<file path="src/rtl/riscv_pipe_pkg.sv">
// Shared definitions for the RISC-V pipeline registers: control field widths,
// control bit positions, the EX/MEM entry layout and the skid-buffer states.
package riscv_pipe_pkg;
  localparam int WB_W = 2;
  localparam int M_W  = 3;

  localparam int REGWRITE = 1;
  localparam int MEMTOREG = 0;
  localparam int BRANCH   = 2;
  localparam int MEMREAD  = 1;
  localparam int MEMWRITE = 0;

  localparam int DEF_DATA_WIDTH     = 32;
  localparam int DEF_REG_ADDR_WIDTH = 5;

  typedef struct packed {
    logic [WB_W-1:0]               wb;
    logic [M_W-1:0]                m;
    logic [DEF_DATA_WIDTH-1:0]     target;
    logic                          zero;
    logic [DEF_DATA_WIDTH-1:0]     alu;
    logic [DEF_DATA_WIDTH-1:0]     wdata;
    logic [DEF_REG_ADDR_WIDTH-1:0] wreg;
  } ex_mem_entry_t;

  typedef enum logic [1:0] {
    EMPTY = 2'd0,
    ONE   = 2'd1,
    TWO   = 2'd2
  } ex_mem_state_t;
endpackage

</file>
<file path="src/rtl/ex_mem_slot.sv">
// One EX/MEM entry: payload register with load enable plus a valid bit.
// Flush clears only the valid bit; reset clears both valid and payload.
module ex_mem_slot
  import riscv_pipe_pkg::*;
#(
  parameter int W = $bits(ex_mem_entry_t)
) (
  input  logic         clock,
  input  logic         reset,
  input  logic         flush,
  input  logic         load,
  input  logic         clear,
  input  logic [W-1:0] d,
  output logic [W-1:0] q,
  output logic         valid
);

  always_ff @(posedge clock) begin
    if (!reset) begin
      valid <= 1'b0;
      q     <= '0;
    end else begin
      if (load && !flush) q <= d;
      if (flush)      valid <= 1'b0;
      else if (load)  valid <= 1'b1;
      else if (clear) valid <= 1'b0;
    end
  end

endmodule

</file>
<file path="src/rtl/ex_mem.sv">
// EX->MEM pipeline register built as a two-entry skid buffer (main + skid),
// so a stalled data memory back-pressures EX without losing instructions.
module ex_mem
  import riscv_pipe_pkg::*;
#(
  parameter int DATA_WIDTH     = DEF_DATA_WIDTH,
  parameter int REG_ADDR_WIDTH = DEF_REG_ADDR_WIDTH
) (
  input  logic                      clock,
  input  logic                      reset,
  input  logic                      in_valid,
  output logic                      in_ready,
  input  logic                      flush,
  input  logic [WB_W-1:0]           ctlwb_in,
  input  logic [M_W-1:0]            ctlm_in,
  input  logic [DATA_WIDTH-1:0]     branch_target,
  input  logic                      zero_in,
  input  logic [DATA_WIDTH-1:0]     alu_result,
  input  logic [DATA_WIDTH-1:0]     store_data,
  input  logic [REG_ADDR_WIDTH-1:0] wreg_in,
  output logic                      out_valid,
  input  logic                      out_ready,
  output logic [WB_W-1:0]           wb_ctlout,
  output logic [M_W-1:0]            m_ctlout,
  output logic [DATA_WIDTH-1:0]     target_out,
  output logic                      zero_out,
  output logic [DATA_WIDTH-1:0]     aluresult_out,
  output logic [DATA_WIDTH-1:0]     wdata_out,
  output logic [REG_ADDR_WIDTH-1:0] wreg_out,
  output logic                      pcsrc
);

  typedef struct packed {
    logic [WB_W-1:0]           wb;
    logic [M_W-1:0]            m;
    logic [DATA_WIDTH-1:0]     target;
    logic                      zero;
    logic [DATA_WIDTH-1:0]     alu;
    logic [DATA_WIDTH-1:0]     wdata;
    logic [REG_ADDR_WIDTH-1:0] wreg;
  } entry_t;

  localparam int EW = $bits(entry_t);

  entry_t        in_e, main_d, main_q, skid_q;
  logic          main_valid, skid_valid, ready_q;
  logic          accept, drain;
  logic          main_load, main_clear, skid_load, skid_clear;
  ex_mem_state_t state;

  assign in_e   = {ctlwb_in, ctlm_in, branch_target, zero_in, alu_result, store_data, wreg_in};
  // ready_q holds in_ready low through the reset cycle; afterwards only the skid occupancy matters
  assign in_ready = ready_q & ~skid_valid;
  assign accept   = in_valid & in_ready;
  assign drain    = main_valid & out_ready;

  always_comb begin
    main_load  = 1'b0;
    main_clear = 1'b0;
    skid_load  = 1'b0;
    skid_clear = 1'b0;
    main_d     = in_e;
    case (state)
      EMPTY: main_load = accept;
      ONE: begin
        main_load  = accept & drain;
        skid_load  = accept & ~drain;
        main_clear = ~accept & drain;
      end
      TWO: begin
        main_d     = skid_q;
        main_load  = drain;
        skid_clear = drain;
      end
      default: ;
    endcase
  end

  always_ff @(posedge clock) begin
    if (!reset) begin
      state   <= EMPTY;
      ready_q <= 1'b0;
    end else begin
      ready_q <= 1'b1;
      if (flush) state <= EMPTY;
      else begin
        case (state)
          EMPTY: if (accept) state <= ONE;
          ONE: begin
            if (accept && !drain)      state <= TWO;
            else if (!accept && drain) state <= EMPTY;
          end
          TWO:     if (drain) state <= ONE;
          default: state <= EMPTY;
        endcase
      end
    end
  end

  ex_mem_slot #(.W(EW)) u_main (
    .clock(clock), .reset(reset), .flush(flush), .load(main_load), .clear(main_clear),
    .d(main_d), .q(main_q), .valid(main_valid)
  );

  ex_mem_slot #(.W(EW)) u_skid (
    .clock(clock), .reset(reset), .flush(flush), .load(skid_load), .clear(skid_clear),
    .d(in_e), .q(skid_q), .valid(skid_valid)
  );

  // Control is squashed to a NOP while the head is empty; data simply holds
  assign out_valid     = main_valid;
  assign wb_ctlout     = {main_valid & main_q.wb[REGWRITE], main_valid & main_q.wb[MEMTOREG]};
  assign m_ctlout      = {main_valid & main_q.m[BRANCH], main_valid & main_q.m[MEMREAD],
                          main_valid & main_q.m[MEMWRITE]};
  assign target_out    = main_q.target;
  assign zero_out      = main_q.zero;
  assign aluresult_out = main_q.alu;
  assign wdata_out     = main_q.wdata;
  assign wreg_out      = main_q.wreg;
  assign pcsrc         = main_valid & main_q.m[BRANCH] & main_q.zero;

endmodule
</file>
<file path="config.mk">
export PLATFORM = sky130hd
export DESIGN_NAME = ex_mem
export DESIGN_NICKNAME = d
export VERILOG_FILES = /design/src/rtl/riscv_pipe_pkg.sv /design/src/rtl/ex_mem_slot.sv /design/src/rtl/ex_mem.sv
export SDC_FILE = /design/constraint.sdc
export NUM_CORES = 1
export LEC_CHECK = 0
export BUFFER_PORTS_ARGS = -buffer_cell sky130_fd_sc_hd__clkbuf_2
export CORE_AREA = 5 5 142 144
export CTS_BUF_LIST = sky130_fd_sc_hd__clkbuf_4
export CTS_CLUSTER_SIZE = 16
export DETAILED_ROUTE_END_ITERATION = 10
export DIE_AREA = 0 0 147 149
export GPL_TIMING_DRIVEN = 0
export PLACE_DENSITY = 0.82
export SYNTH_ARGS = -nofsm -noshare
export SYNTH_HDL_FRONTEND = slang
export SYNTH_SLANG_ARGS = --single-unit
</file>
<file path="constraint.sdc">
create_clock -name clock -period 2.5 [get_ports clock]
set_input_delay 0.375 -clock clock [delete_from_list [all_inputs] [get_ports clock]]
set_output_delay 0.375 -clock clock [all_outputs]
set_load 0.05 [all_outputs]
</file>
### After elaboration in Yosys (flattened, before gate mapping)

Cells that the tools add are included.
W data, S select, Z words.

| word-level totals | value |
|---|---|
| output and inout bits | 110 |
| input bits | 112 |
| logic and storage cells | 54 |
| bits in registers | 219 |

| cells by class | value |
|---|---|
| eq/ne operators | 5 |
| mux-type cells | 15 |
| bitwise operators | 16 |
| reduce and logical (&&, ||, !) cells | 12 |

Operators by type and width:

| cell | number |
|---|---|
| $mux W107 | 1 |
| $and A1 B1 Y1 | 12 |
| $mux W1 | 8 |
| $mux W2 | 4 |
| $pmux W2 S3 | 1 |
| $logic_and A1 B1 Y1 | 4 |
| $ne A2 B2 Y1 const B | 2 |
| $not A1 Y1 | 4 |
| $reduce_bool A2 Y1 | 2 |
| $logic_not A1 Y1 | 3 |
| $ne A3 B3 Y1 const B | 1 |
| $pmux W1 S3 | 1 |
| $reduce_and A3 Y1 | 1 |
| $eq A2 B1 Y1 const B | 1 |
| $eq A2 B2 Y1 const B | 1 |
| $logic_not A2 Y1 | 1 |
| $reduce_or A2 Y1 | 1 |

### Depth between registers and ports, before layout

Gate-level depths: netlist (run 1).

| depth | value |
|---|---|
| depth in word-level cells | 8 |
| gate-level depth with buffers | 10 |
| gate-level depth less buffers | 7 |

### Modules after synthesis

Synthesis (run 1) repeated with hierarchy kept, for this count alone.

| second synthesis, totals | value |
|---|---|
| cell total of the unflattened synthesis | 1,084 |
| area total of the unflattened synthesis | 10,211.0 µm² |

Modules (own cells, without submodules):

| module | cells an instance | area each (µm²) | times used | sequential area each (µm²) |
|---|---|---|---|---|
| ex_mem_slot | 469 | 4,294.1 | 2 | 2,162.1 |
| ex_mem | 146 | 1,622.8 | 1 | 60.1 |

### Least setup slack after synthesis (run 1)

No wires, ideal clock.

| timing path | value |
|---|---|
| path kind | reg-to-reg |
| from | reg u_main.valid |
| to | reg u_main.q[76] |
| data arrival time | 2.083 ns |
| setup slack | 0.345 ns |
| buffers on the path | 3 |
| setup time | 0.072 ns |
| period minus slack after synthesis | 2.155 ns |
| cell stages (with the launch flop) | 11 |
| data required time | 2.428 ns |
| cell sequence | dfxtp_1 nand2_1 inv_1 ha_1 nand3b_1 o311ai_2 nor2b_1 buf_4 buf_8 buf_12 mux2i_1 |

| between the ends | value |
|---|---|
| cells in the longest elaborated chain, start to end | 4 |

Ends and longest elaborated chain:

| what | line | source |
|---|---|---|
| from (decl) | ex_mem_slot.sv:15 | `output logic valid` |
| from (signal assigned) | ex_mem_slot.sv:20 | `valid <= 1'b0;` |
| from (signal assigned) | ex_mem_slot.sv:24 | `if (flush) valid <= 1'b0;` |
| from (signal assigned) | ex_mem_slot.sv:25 | `else if (load) valid <= 1'b1;` |
| $and A1 B1 Y1 * | ex_mem.sv:55 | `assign drain = main_valid & out_ready;` |
| $and A1 B1 Y1 | ex_mem.sv:66 | `main_load = accept & drain;` |
| $pmux W1 S3 * | ex_mem.sv:63 | `case (state)` |
| $logic_and A1 B1 Y1 * | ex_mem_slot.sv:23 | `if (load && !flush) q <= d;` |
| to (signal assigned) | ex_mem_slot.sv:21 | `q <= '0;` |
| to (signal assigned) | ex_mem_slot.sv:23 |  |
| to (decl) | ex_mem_slot.sv:14 | `output logic [W-1:0] q,` |

Every way passes the cells marked *; elsewhere a longest branch is shown, timed or not.
A chain may end at the register's enable or synchronous reset.

### Worst setup path in the final report (run 1)

| timing path | value |
|---|---|
| from | reg u_skid.valid |
| to | reg u_skid.q[38] |

| between the ends | value |
|---|---|
| cells in the longest elaborated chain, start to end | 6 |

Ends and longest elaborated chain:

| what | line | source |
|---|---|---|
| from (decl) | ex_mem_slot.sv:15 |  |
| from (signal assigned) | ex_mem_slot.sv:20 |  |
| from (signal assigned) | ex_mem_slot.sv:24 |  |
| from (signal assigned) | ex_mem_slot.sv:25 |  |
| $not A1 Y1 | ex_mem.sv:53 | `assign in_ready = ready_q & ~skid_valid;` |
| $and A1 B1 Y1 | ex_mem.sv:53 |  |
| $and A1 B1 Y1 | ex_mem.sv:54 | `assign accept = in_valid & in_ready;` |
| $and A1 B1 Y1 | ex_mem.sv:67 | `skid_load = accept & ~drain;` |
| $mux W1 | ex_mem.sv:63 |  |
| $logic_and A1 B1 Y1 | ex_mem_slot.sv:23 |  |
| to (signal assigned) | ex_mem_slot.sv:21 |  |
| to (signal assigned) | ex_mem_slot.sv:23 |  |
| to (decl) | ex_mem_slot.sv:14 |  |

No other way between the ends.

==> run summary, run 1 <==
Status = finished, final reports clean
Layout cells sized above 1 = 27.6%
GR Util met1 = 32.2%
IO Port Bufs = 221
Post-route clock period utilization = 93.0%
Net Sw Power = 2.05 mW
Setup_tns = 0 ns
Hold Slack = 0.146 ns
Vias = 9651
TritonCTS clock tree = yes
Flop pwr share = 46.8%
Crit path largest cell delay = 0.43 ns
WL per Instance = 15.7 um
Clk slew on worst S/H paths = 0.07 ns
H-tree depth = 2
Static Leak = 5.69 nW
Gate power share = 13.5%
HPWL after DPL = 18.8 mm
Largest net degree at the start of global routing = 16
First-pass GRT wire length = 47.0 mm
Slew HR = 45.6%
First-pass DRT Iterations = 5
Die area = 21900 um^2
Worst Path Class, Setup = register to register
Vias in the first global route = 9515
Number of antenna-violating nets in the routed design = 0
Unrepaired setup endpoints after global routing = false
Top delay family on crit path = simple AND/OR/NAND/NOR gates
Vias per inst = 5.17
Final WL = 29.3 mm
CTS Buf Count = 56
GR Layer Usage met3 = 4.71%
Nets = 1705
Distinct cells, synth = 29
Number of fill cells = 1343
Max-cap viol count = 0
CP cell instances = nand3b_4 > inv_1 > ha_1 > nand2_1 > nor3_4 > buf_2 > buf_2 > nand2_1 > a21boi_1
HP Class = input port to register
Post-synthesis sequential area ratio = 42.0%
Syn Std Cell Area = 10400 um^2
Die Wd = 147 um
Worst-path fanout max = 10
Clk pwr share = 39.8%
Initial antenna violation count = 2
Most frequent cells in the layout = 324 x nand2_1, 221 x clkbuf_2, 218 x dfxtp_1
# setup viols final = 0
Synthesis-to-layout area growth = 30.7%
Critical Path End Type = register
Die Y-Extent = 149 um
Clock root cell = clkbuf_4
Post-Syn Nets = 1318
Final Hold Vio Count = 0
Gr usage total = 25.9%
Core Footprint = 18600 um^2
Placed cell count = 1658
Worst-Margin Slew = 0.816 ns
Tmin final = 2.32 ns
Fin cells = 1865
Maximum VDD drop = 0.330 mV
Top Ports = 222
Avg Inst Size Synth = 8.68 um^2
Max Fclk = 430 MHz
Placer Congestion = 0.860
GR Layer Usage met2 = 44.8%
Commonest non-fill, non-tap cell in the layout = nand2_1
Gate count of the mapped netlist = 1203
Max Root-Sink Buffers = 3
CP Launch Type = register
WP data required = 3.07 ns
Row Count = 50
CP max stage cell = nor3_4
PD cells = 565 nW/um^2
Layout Skew = 0.0332 ns
Global-route congestion overflow total = 0
Data arrival, critical path = 2.89 ns
Slew Limit Fails = 0
DR iter-0 viols = 479
P_int = 5.66 mW
Net Sw Frac = 26.6%
DR DRC count = 0
Layer with the highest usage = met2
Ys Warns = 0
Latest clock arrival within the worst-skew pair = 0.68 ns
Setup Buffers After CTS = 0
CP Buf/Inv Count = 3
Seq cells post-synth = 219
CTS Sinks = 219
Starting Density = 56.2%
[per-layer routing]
layer  wire, um  up-vias
li1           -     4719
met1      12100     4469
met2      14300      373
met3       1840       90
met4       1000        0
met5          0        -
[worst register-to-register path: cells and delay by family (launching register included)]
kind	cells	cell delay, ns
AND/OR/NAND/NOR	4	0.86
buffers and inverters	3	0.67
adder cells (fa/ha/maj)	1	0.17
AO/OA/AOI/OAI	1	0.20
flip-flops	1	0.34
[cell usage after synthesis, drive strengths merged]
library cell  count  area [um^2]
a21boi          107          803
a21oi             3         15.0
and2              5         31.3
and3              1         6.26
buf             137         1020
clkbuf           61          229
dfxtp           219         4380
ha                3         37.5
inv               2         7.51
mux2i           107         1070
nand2           324         1220
nand2b          109          682
nand3b            3         35.0
nand4b            1         8.76
nor2              3         11.3
nor2b             2         12.5
nor3              1         10.0
o211ai          107          803
o21ai             4         20.0
o311ai            1         16.3
o32a              1         10.0
or2               1         6.26
or3               1         6.26
[through the flow]
step / instance area [um^2] / total power, mW / utilization (%) / setup WS (ns)
after floorplan: 10400 / 4.30 / - / 0.345
after global placement: 11800 / 4.55 / 63.7 / 0.0678
after detailed placement: 11800 / 4.57 / 63.7 / 0.00656
after CTS: 13600 / 7.74 / 73.4 / 0.0259
after global routing: 13600 / 8.05 / 73.4 / 0.0380
final: 13600 / 7.70 / 73.4 / 0.176
[cell families (layout without fill, tap and decap cells)]
family,Yosys count,in the layout,synth area share (%)
adders and majority gates,3,3,0.360
AOI/OAI and AO/OA,223,223,16.0
buffers and inverters,200,626,12.0
and+or+nand+nor,451,451,19.4
muxes,107,107,10.3
DFF,219,219,42.0
other,0,2,0
[power by group through the flow]
stage / sequential, mW / clock (mW) / combinational, mW
6_report: 3.60 / 3.06 / 1.04
5_1_grt: 3.61 / 3.34 / 1.11
4_1_cts: 3.60 / 3.11 / 1.02
3_5_place_dp: 3.68 / 0 / 0.887
3_3_place_gp: 3.68 / 0 / 0.878
2_1_floorplan: 3.67 / 0 / 0.632
[layout make-up]
type	instances	area (um^2)	area share [%]
diodes	2	5.00	0.0367
plain buffers	198	1250	9.14
clock buffers	84	631	4.62
clock inverters	13	80.1	0.587
inverters	2	7.51	0.0550
multi-input cells	784	4810	35.2
flip-flops and latches	219	4390	32.1
well taps	234	293	2.15
repair buffers	329	2190	16.0
[worst paths after layout]
| kind | start | end | slack (ns) | depth (start not counted) |
|---|---|---|---|---|
| setup / recovery | u_skid.valid$_SDFFE_PP0P_ | u_skid.q[38]$_SDFFE_PN0P_ | 0.18 | 9 |
| hold / removal | flush | u_main.valid$_SDFFE_PP0P_ | 0.15 | 3 |
| hold reg to reg | u_main.q[102]$_SDFFE_PN0P_ | u_main.q[102]$_SDFFE_PN0P_ | 0.45 | 2 |
| setup reg to reg | u_skid.valid$_SDFFE_PP0P_ | u_skid.q[38]$_SDFFE_PN0P_ | 0.18 | 9 |
[what timing repair did]
action,CTS,global route
gates resized for setup,0,3
endpoints found under the hold margin,108,0
setup endpoints to repair,0,92
hold buffers,108,0
[registers in the layout (all words and copies together) (netlist names)]
register / cells
u_main.valid: 1
ready_q: 1
u_skid.valid: 1
u_skid.q: 107
u_main.q: 107
state: 2
Note: power is estimated with default switching activity, not from simulation.
==> inputs of run 2 (changes only) <==
- CORE_AREA: 5 5 142 144 -> 5 5 109 188
- DIE_AREA: 0 0 147 149 -> 0 0 114 193
- GPL_TIMING_DRIVEN: 0 -> not set
- PLACE_DENSITY: 0.82 -> 0.81
- SKIP_LAST_GASP: not set -> 1
==> run 2 against run 1 <==
Global-route usage is 2.9 points lower. Die area is 0.45% higher. Clock power fell by 12%. Worst setup slack improved by 0.10 ns. Hold slack got worse by 0.098 ns. Routed wire length down 13%. Critical endpoint is now u_skid.q[1]$_SDFFE_PN0P_.
==> run summary, run 2 (same netlist as run 1, synthesis figures left out) <==
DR iter-0 viols = 486 (+1.5%)
Flop pwr share = 49.9% (+3.1 points)
TritonCTS clock tree = yes
Top Registers = u_main.q: 107 flops, u_skid.q: 107 flops, state: 2 flops
Global-route congestion overflow total = 0 (unchanged)
Setup_tns = 0 ns (unchanged)
Layout Skew = 0.0335 ns (+0.000353 ns)
Clk slew on worst S/H paths = 0.08 ns (about the same)
Gate power share = 12.7% (-0.8 points)
Die area = 22000 um^2 (+0.45%)
Slew HR = 63.8% (+18 points)
Final Hold Vio Count = 0 (unchanged)
Number of antenna-violating nets in the routed design = 0 (unchanged)
Die Wd = 114 um (-22%)
H-tree depth = 2 (unchanged)
First-pass GRT wire length = 41.7 mm (-11%)
Max Root-Sink Buffers = 3 (unchanged)
Final core utilization = 66.5% (-6.9 points)
Static Leak = 4.99 nW (-12%)
Clk pwr share = 37.4% (-2.4 points)
PostCTS Resize Cnt = 0 (unchanged)
Worst-path fanout max = 95 (+85)
Setup Buffers After CTS = 0 (unchanged)
Worst-Margin Slew = 0.543 ns (-0.273 ns)
Commonest non-fill, non-tap cell in the layout = nand2_1
DRT met1 WL = 9.62 mm (-20%)
Most frequent cells in the layout = 324 x nand2_1, 220 x clkbuf_2, 219 x dfxtp_1
Synthesis-to-layout area growth = 20.2%
Highest metal used = met4
Tmin final = 2.22 ns (-0.104 ns)
WL met3 = 1.32 mm (-29%)
Status = finished, final reports clean
IO Port Bufs = 221 (unchanged)
Core Footprint = 18900 um^2 (+1.5%)
Vias per inst = 5.19 (+0.29%)
Top Ports = 222 (unchanged)
Final WL = 25.6 mm (-13%)
CTS Sinks = 219 (unchanged)
Vias = 8703 (-9.8%)
Design Power = 7.23 mW (-6.2%)
Crit path largest cell delay = 0.40 ns (-0.03 ns)
Gr usage total = 23.0% (-2.9 points)
# setup viols final = 0 (unchanged)
Nets = 1516 (-11%)
PD cells = 576 nW/um^2 (+2.0%)
WP data required = 3.00 ns (-0.07 ns)
Initial antenna violation count = 3 (+1)
CTS Buf Count = 50 (-11%)
Max-cap viol count = 0 (unchanged)
First-pass DRT Iterations = 7 (+2)
Hold_buf cts = 106 (-1.9%)
Largest net degree at the start of global routing = 98 (+82)
P_int = 5.33 mW (-5.8%)
HP Class = input port to register
Starting Density = 55.4% (-0.84 points)
Met2 Routed Length = 13.2 mm (-7.6%)
Critical Path End Type = register
CP Launch Type = register
Row Count = 67 (+34%)
HPWL after DPL = 15.1 mm (-20%)
Die Y-Extent = 193 um (+30%)
WL per Instance = 15.3 um (-2.7%)
Post-route clock period utilization = 88.8% (-4.2 points)
Max Fclk = 450 MHz (+4.7%)
DR DRC count = 0 (unchanged)
Slew Limit Fails = 0 (unchanged)
Data arrival, critical path = 2.72 ns (-0.17 ns)
Worst Path Class, Setup = register to register
Maximum VDD drop = 0.505 mV (+53%)
Unrepaired setup endpoints after global routing = false
CP max stage cell = dfxtp_1
Net Sw Power = 1.90 mW (-7.3%)
CP cell instances = nand3b_4 > inv_1 > ha_1 > nand2_1 > or3_4 > buf_12 > nand2_1 > a21boi_0
Vias in the first global route = 8798 (-7.5%)
Layout cells sized above 1 = 22.5% (-5.1 points)
Critical path's most frequent cell = nand2_1
Net Sw Frac = 26.3% (-0.30 points)
Placer Congestion = 0.767 (-11%)
Post-place setup slack = 0.406 ns (+0.399 ns)
Setup WS post-layout = 0.279 ns (+0.104 ns)
Clock root cell = clkbuf_4
Latest clock arrival within the worst-skew pair = 0.63 ns (-0.05 ns)
[run 2: power groups by stage]
stage,Clock (mW),Sequential (mW),Combinational [mW]
2_1_floorplan,0,3.67,0.632
3_3_place_gp,0,3.68,0.762
3_5_place_dp,0,3.68,0.776
4_1_cts,2.80,3.60,0.909
5_1_grt,2.99,3.61,0.987
6_report,2.70,3.60,0.917
[run 2: worst max-delay path, delay by kind of cell (launching register included)]
family / cells / cell delay, ns
AO/OA/AOI/OAI: 1 / 0.28
adder cells (fa/ha/maj): 1 / 0.20
buffers and inverters: 2 / 0.45
flip-flops: 1 / 0.40
AND/OR/NAND/NOR: 4 / 0.72
[run 2: final cells by class]
| type | count | area (um^2) |
|---|---|---|
| inverters | 2 | 7.51 |
| multi-input cells | 784 | 4830 |
| flip-flops and latches | 219 | 4380 |
| well taps | 241 | 302 |
| repair buffers | 344 | 2420 |
| diodes | 3 | 7.51 |
| fillers | 1433 | 6310 |
| clock inverters | 8 | 31.3 |
| clock buffers | 76 | 571 |
[run 2: worst paths after layout]
path | start | cells past startpoint | to | slack (ns)
setup / recovery | u_skid.valid$_SDFFE_PP0P_ | 8 | u_skid.q[1]$_SDFFE_PN0P_ | 0.28
hold / removal | alu_result[28] | 3 | u_skid.q[65]$_SDFFE_PN0P_ | 0.05
setup reg to reg | u_skid.valid$_SDFFE_PP0P_ | 8 | u_skid.q[1]$_SDFFE_PN0P_ | 0.28
hold reg to reg | u_skid.q[52]$_SDFFE_PN0P_ | 2 | u_skid.q[52]$_SDFFE_PN0P_ | 0.45
[run 2: through the flow]
stage	area, um^2	cells	hold slack (ns)
floorplan	10400	1203	0.403
global placement	10900	1484	0.440
detailed placement	10900	1484	0.444
CTS	12500	1674	0.00115
global route	12500	1677	0.0290
finish	12500	1677	0.0480
[run 2: per-layer routing]
metal / vias to the layer above / global-route usage [%]
met3: 91 / 4.09
li1: 4330 / -
met2: 271 / 41.6
met5: - / 0
met1: 4011 / 24.5
met4: 0 / 14.1
